--- src/rtl/keypad_scanner.sv ---
// keypad_scanner -- 4x4 matrix keypad scanner with debounce and ghost rejection.
//
// Walks a single active-low row drive across R0..R3, samples the synchronized
// column sense after a settle period, debounces a single-key press, reports it
// once, and then holds the row until the key has been released for DEBOUNCE
// consecutive samples.
//
// Parameters
//   SETTLE   : cycles each row is driven before its columns are sampled (3..255)
//   DEBOUNCE : consecutive matching samples needed to accept a press/release (1..255)
//
// Ports
//   clk_i       : system clock, rising edge
//   rst_i       : synchronous active-high reset
//   col_i       : column sense {C3,C2,C1,C0}, active-low, asynchronous
//   row_o       : row drive {R3,R2,R1,R0}, active-low, exactly one bit low
//   key_o       : code of the last accepted key, held between presses
//   key_valid_o : one-cycle pulse when a new key is accepted
//   key_held_o  : high while the accepted key remains pressed
module keypad_scanner #(
   parameter int unsigned SETTLE   = 4,
   parameter int unsigned DEBOUNCE = 4
) (
   input  logic       clk_i,
   input  logic       rst_i,
   input  logic [3:0] col_i,
   output logic [3:0] row_o,
   output logic [3:0] key_o,
   output logic       key_valid_o,
   output logic       key_held_o
);

   typedef enum logic [1:0] {ST_SCAN, ST_DEBOUNCE, ST_HELD} state_e;

   localparam logic [7:0] SETTLE_LAST = 8'(SETTLE - 1);
   localparam logic [7:0] DEB_LAST    = 8'(DEBOUNCE - 1);

   state_e     state_q, state_d;
   logic [1:0] r_q, r_d;
   logic [1:0] cidx_q, cidx_d;
   logic [3:0] lcol_q, lcol_d;
   logic [7:0] settle_q, settle_d;
   logic [7:0] match_q, match_d;
   logic [7:0] rel_q, rel_d;
   logic [3:0] key_q, key_d;
   logic       valid_q, valid_d;
   logic [3:0] sync1_q, scol_q;

   logic [3:0] low;
   logic       one_low;
   logic [1:0] cidx_enc;

   function automatic logic [7:0] sat_inc(input logic [7:0] v);
      return (v == 8'hFF) ? v : v + 8'd1;
   endfunction

   function automatic logic [3:0] keymap(input logic [1:0] r, input logic [1:0] c);
      logic [3:0] code;
      case ({r, c})
         4'h0: code = 4'h1;  4'h1: code = 4'h2;  4'h2: code = 4'h3;  4'h3: code = 4'hA;
         4'h4: code = 4'h4;  4'h5: code = 4'h5;  4'h6: code = 4'h6;  4'h7: code = 4'hB;
         4'h8: code = 4'h7;  4'h9: code = 4'h8;  4'hA: code = 4'h9;  4'hB: code = 4'hC;
         4'hC: code = 4'hE;  4'hD: code = 4'h0;  4'hE: code = 4'hF;  default: code = 4'hD;
      endcase
      return code;
   endfunction

   // Exactly one column pulled low; two or more low is a ghost/multi-press.
   assign low     = ~scol_q;
   assign one_low = (low != 4'h0) && ((low & (low - 4'd1)) == 4'h0);

   always_comb begin
      if      (!scol_q[0]) cidx_enc = 2'd0;
      else if (!scol_q[1]) cidx_enc = 2'd1;
      else if (!scol_q[2]) cidx_enc = 2'd2;
      else                 cidx_enc = 2'd3;
   end

   always_comb begin
      state_d  = state_q;
      r_d      = r_q;
      cidx_d   = cidx_q;
      lcol_d   = lcol_q;
      settle_d = settle_q;
      match_d  = match_q;
      rel_d    = rel_q;
      key_d    = key_q;
      valid_d  = 1'b0;
      case (state_q)
         ST_SCAN: begin
            if (settle_q >= SETTLE_LAST) begin
               settle_d = 8'd0;
               if (one_low) begin
                  lcol_d  = scol_q;
                  cidx_d  = cidx_enc;
                  match_d = 8'd0;
                  state_d = ST_DEBOUNCE;
               end else begin
                  r_d = r_q + 2'd1;
               end
            end else begin
               settle_d = sat_inc(settle_q);
            end
         end
         ST_DEBOUNCE: begin
            if (scol_q == lcol_q) begin
               // This matching sample is the DEBOUNCE-th one: accept the key.
               if (match_q >= DEB_LAST) begin
                  key_d   = keymap(r_q, cidx_q);
                  valid_d = 1'b1;
                  match_d = 8'd0;
                  rel_d   = 8'd0;
                  state_d = ST_HELD;
               end else begin
                  match_d = sat_inc(match_q);
               end
            end else begin
               match_d  = 8'd0;
               settle_d = 8'd0;
               r_d      = r_q + 2'd1;
               state_d  = ST_SCAN;
            end
         end
         ST_HELD: begin
            if (scol_q == 4'hF) begin
               if (rel_q >= DEB_LAST) begin
                  rel_d    = 8'd0;
                  settle_d = 8'd0;
                  r_d      = r_q + 2'd1;
                  state_d  = ST_SCAN;
               end else begin
                  rel_d = sat_inc(rel_q);
               end
            end else begin
               rel_d = 8'd0;
            end
         end
         default: state_d = ST_SCAN;
      endcase
   end

   always_ff @(posedge clk_i) begin
      if (rst_i) begin
         state_q  <= ST_SCAN;
         r_q      <= 2'd0;
         cidx_q   <= 2'd0;
         lcol_q   <= 4'hF;
         settle_q <= 8'd0;
         match_q  <= 8'd0;
         rel_q    <= 8'd0;
         key_q    <= 4'h0;
         valid_q  <= 1'b0;
         sync1_q  <= 4'hF;
         scol_q   <= 4'hF;
      end else begin
         state_q  <= state_d;
         r_q      <= r_d;
         cidx_q   <= cidx_d;
         lcol_q   <= lcol_d;
         settle_q <= settle_d;
         match_q  <= match_d;
         rel_q    <= rel_d;
         key_q    <= key_d;
         valid_q  <= valid_d;
         sync1_q  <= col_i;
         scol_q   <= sync1_q;
      end
   end

   assign row_o       = ~(4'b0001 << r_q);
   assign key_o       = key_q;
   assign key_valid_o = valid_q;
   assign key_held_o  = (state_q == ST_HELD);

endmodule
--- config.mk ---
export PLATFORM = sky130hd
export DESIGN_NAME = keypad_scanner
export DESIGN_NICKNAME = d
export VERILOG_FILES = /design/src/rtl/keypad_scanner.sv
export SDC_FILE = /design/constraint.sdc
export NUM_CORES = 1
export LEC_CHECK = 0
export ABC_AREA = 1
export CAP_MARGIN = 20
export CORE_AREA = 2 2 81 83
export DETAILED_ROUTE_END_ITERATION = 12
export DIE_AREA = 0 0 83 85
export PLACE_DENSITY = 0.6
export SYNTH_ARGS = -nofsm -noshare
export SYNTH_HDL_FRONTEND = slang
export SYNTH_SLANG_ARGS = --single-unit
--- constraint.sdc ---
create_clock -name clk_i -period 4.4 [get_ports clk_i]
set_clock_uncertainty 0.15 [all_clocks]
set_input_delay 0.66 -clock clk_i [delete_from_list [all_inputs] [get_ports clk_i]]
set_output_delay 0.66 -clock clk_i [all_outputs]
set_load 0.1 [all_outputs]
==> reports/qor.csv <==
stage,metric,value,unit
yosys,Synthesized Nets,335,
timing,final worst path period share,72.8,%
floorplan,Die Ht,85,microns
clock_network,Post-CTS Setup Inserts,0,
timing,Worst slew margin,35.7,%
clock_network,clock sink count,47,
clock_network,Clock Tree Buf Depth,2,
yosys,Synth Instances,313,
clock_network,CTS resizes,0,
cells_and_area,ant diodes,0,
yosys,sequential-to-total area share from yosys stat,39.0,%
yosys,Yosys top cell area share,39.0,%
worst_setup_path,worst path arrival time,2.39,ns
place,DP Wirelength,3080,microns
timing,setup_tns,0,ns
clock_network,CTS tree,done,
place,placed cells,397,
worst_setup_path,worst r2r src,settle_q[0]$_SDFFE_PP0P_,
clock_network,hold buffer count at CTS,0,
timing,Final Max Tran Viols,0,
yosys,Most used DFF post-synth,dfxtp_1,
cells_and_area,final net count,349,
floorplan,Die Wd,83,microns
global_route,final global-route overflow total,0,
cells_and_area,"most common cell after layout, fill and taps aside",nand2_1,
timing,final setup vio count,0,
cells_and_area,number of non-filler instances in the completed layout,405,
outcome,status,"finished, final reports clean",
pwr,total chip power,1.02,mW
worst_setup_path,CP startpoint,r_q[0]$_SDFFE_PP0P_,
worst_setup_path,startpoint types,flop,
timing,Hold WS,0.264,ns
drt,first drt pass iteration count,4,
yosys,Post-synth ARST share,0,%
pwr,pwr dens,377,nW/um^2
global_route,initial antenna violation count,0,
timing,min Tclk post-route,3.20,ns
worst_setup_path,Crit. End Element,output port,
global_route,largest net degree at the start of global routing,28,
floorplan,Die ar.,7060,sq um
yosys,Post-synth EDFFs,0,
worst_setup_path,Crit Path Max Fanout,12,
floorplan,Core Region,6200,sq um
yosys,Seq cells post-synth,47,
drt,vias,1815,
place,placer congestion estimate,0.821,
floorplan,Row Count,29,
drt,initial drt markers,49,
clock_network,Clock transition at path regs,0.09,ns
worst_setup_path,Worst R2R Path Depth,8,
cells_and_area,synth-to-layout area growth,12.4,%
worst_setup_path,r2r endpoint,cidx_q[1]$_SDFFE_PP0P_,
worst_setup_path,Worst Path Required,3.59,ns
drt,DRC,0,
worst_setup_path,"reg-to-reg slack, setup",2.57,ns
global_route,Tot GR Track Use,12.9,%
timing,final hold violations,0,
global_route,vias in the first global route,1800,
floorplan,Top Ports,16,
drt,"wirelength, routed",4050,microns
yosys,syn_area_per_cell,7.71,sq um
drt,Vias/cell,4.48,
floorplan,Starting Density,38.9,%
yosys,Synth warnings,0,
worst_setup_path,WS Path Type,flop to output port,
cells_and_area,"commonest cells after routing, fill and taps aside","nand2_1, nor2_1, dfxtp_1, inv_1, ha_1",
place,IO Port Bufs,15,
drt,Detail Route Antenna Nets,0,
pwr,leakage,1.26,nW
clock_network,Worst-Skew Late Latency,0.30,ns
clock_network,H-tree Lvls,2,
cells_and_area,share of post-route cells with drive strength above 1,17.7,%
min_path,Hold Crit Class,flop to flop,
clock_network,root buffer cell,clkbuf_8,
job,max-capacitance violation count,0,
drt,wire per inst,10.0,microns
yosys,Yosys cell types,30,
yosys,cell taking the most area after synthesis,dfxtp_1,
timing,Max Freq,312,MHz
timing,RSZ-0062 raised after global routing,false,
yosys,Mapped Area,2410,sq um
worst_setup_path,crit path to,row_o[2],
yosys,"top cells by area, synth","dfxtp_1, nand2_1, ha_1",
timing,worst slew pin tran,0.962,ns
global_route,first-pass GRT wire length,7560,microns
clock_network,TritonCTS buffer count,5,
pwr,Worst VDD drop,0.000225,V
worst min path at each step:
stage	startpoint	end	slack [ns]	cells past startpoint
global route	sync1_q[0]$_SDFF_PP1_	scol_q[0]$_SDFF_PP1_	0.28	1
global placement	sync1_q[3]$_SDFF_PP1_	scol_q[3]$_SDFF_PP1_	0.24	1
finish	sync1_q[1]$_SDFF_PP1_	scol_q[1]$_SDFF_PP1_	0.26	1
floorplan	sync1_q[0]$_SDFF_PP1_	scol_q[0]$_SDFF_PP1_	0.24	1
CTS	sync1_q[1]$_SDFF_PP1_	scol_q[1]$_SDFF_PP1_	0.27	1
detailed placement	sync1_q[1]$_SDFF_PP1_	scol_q[1]$_SDFF_PP1_	0.24	1
Yosys cell counts (5+ instances only):
library cell	number
nand2_4	5
nand2_1	61
o21ai_0	7
nand3_1	9
ha_1	16
or2_2	8
o211ai_2	5
clkbuf_1	5
o21ai_1	7
nand2_2	10
nor2_1	53
a21oi_1	8
dfxtp_1	47
inv_2	6
inv_1	38
final cells by class:
type                       instances  area (sq um)
clock buffer                       5          68.8
fill                             624          3490
sequential                        47           941
multi-input combinational        212          1250
tap                               77          96.3
clock inverter                     3          22.5
timing repair buffer              16           158
inverter                          45           171
flip-flops by register name (all words and copies together), names as in the netlist, 4 cells and up:
name and cells:
key_o 4, settle_q 8, lcol_q 4, match_q 8, scol_q 4, sync1_q 4, rel_q 8
per-stage QoR:
| step | setup WS [ns] | instance area (sq um) | utilization (%) |
|---|---|---|---|
| floorplan | 2.17 | 2410 | - |
| global placement | 1.57 | 2620 | 42.2 |
| detailed placement | 1.53 | 2620 | 42.2 |
| CTS | 1.19 | 2710 | 43.7 |
| global route | 1.08 | 2710 | 43.7 |
| finish | 1.20 | 2710 | 43.7 |
power by group:
group	internal [mW]	switching [mW]	leakage (nW)
Combinational	0.0870	0.191	0.834
Clock	0.115	0.155	0.0489
Sequential	0.450	0.0240	0.382
kinds of logic after synthesis:
logic type	after synthesis	synth area share, %
buf+inv	54	8.97
fa+ha+maj	16	8.30
flops	47	39.0
simple gates	167	35.9
compound gates	29	7.78
critical path: stages, from the launching register on:
cell	delay, ns
dfxtp_1	0.54
inv_1	0.16
ha_1	0.23
inv_1	0.05
clkdlybuf4s50_1	1.11
metal layers:
metal  wire length, microns  global-route usage, %
met3                    100                   2.72
met2                   1920                   22.7
met1                   1970                   15.1
met4                     64                   5.81
met5                      0                      0
Note: power is estimated with default switching activity, not from simulation.
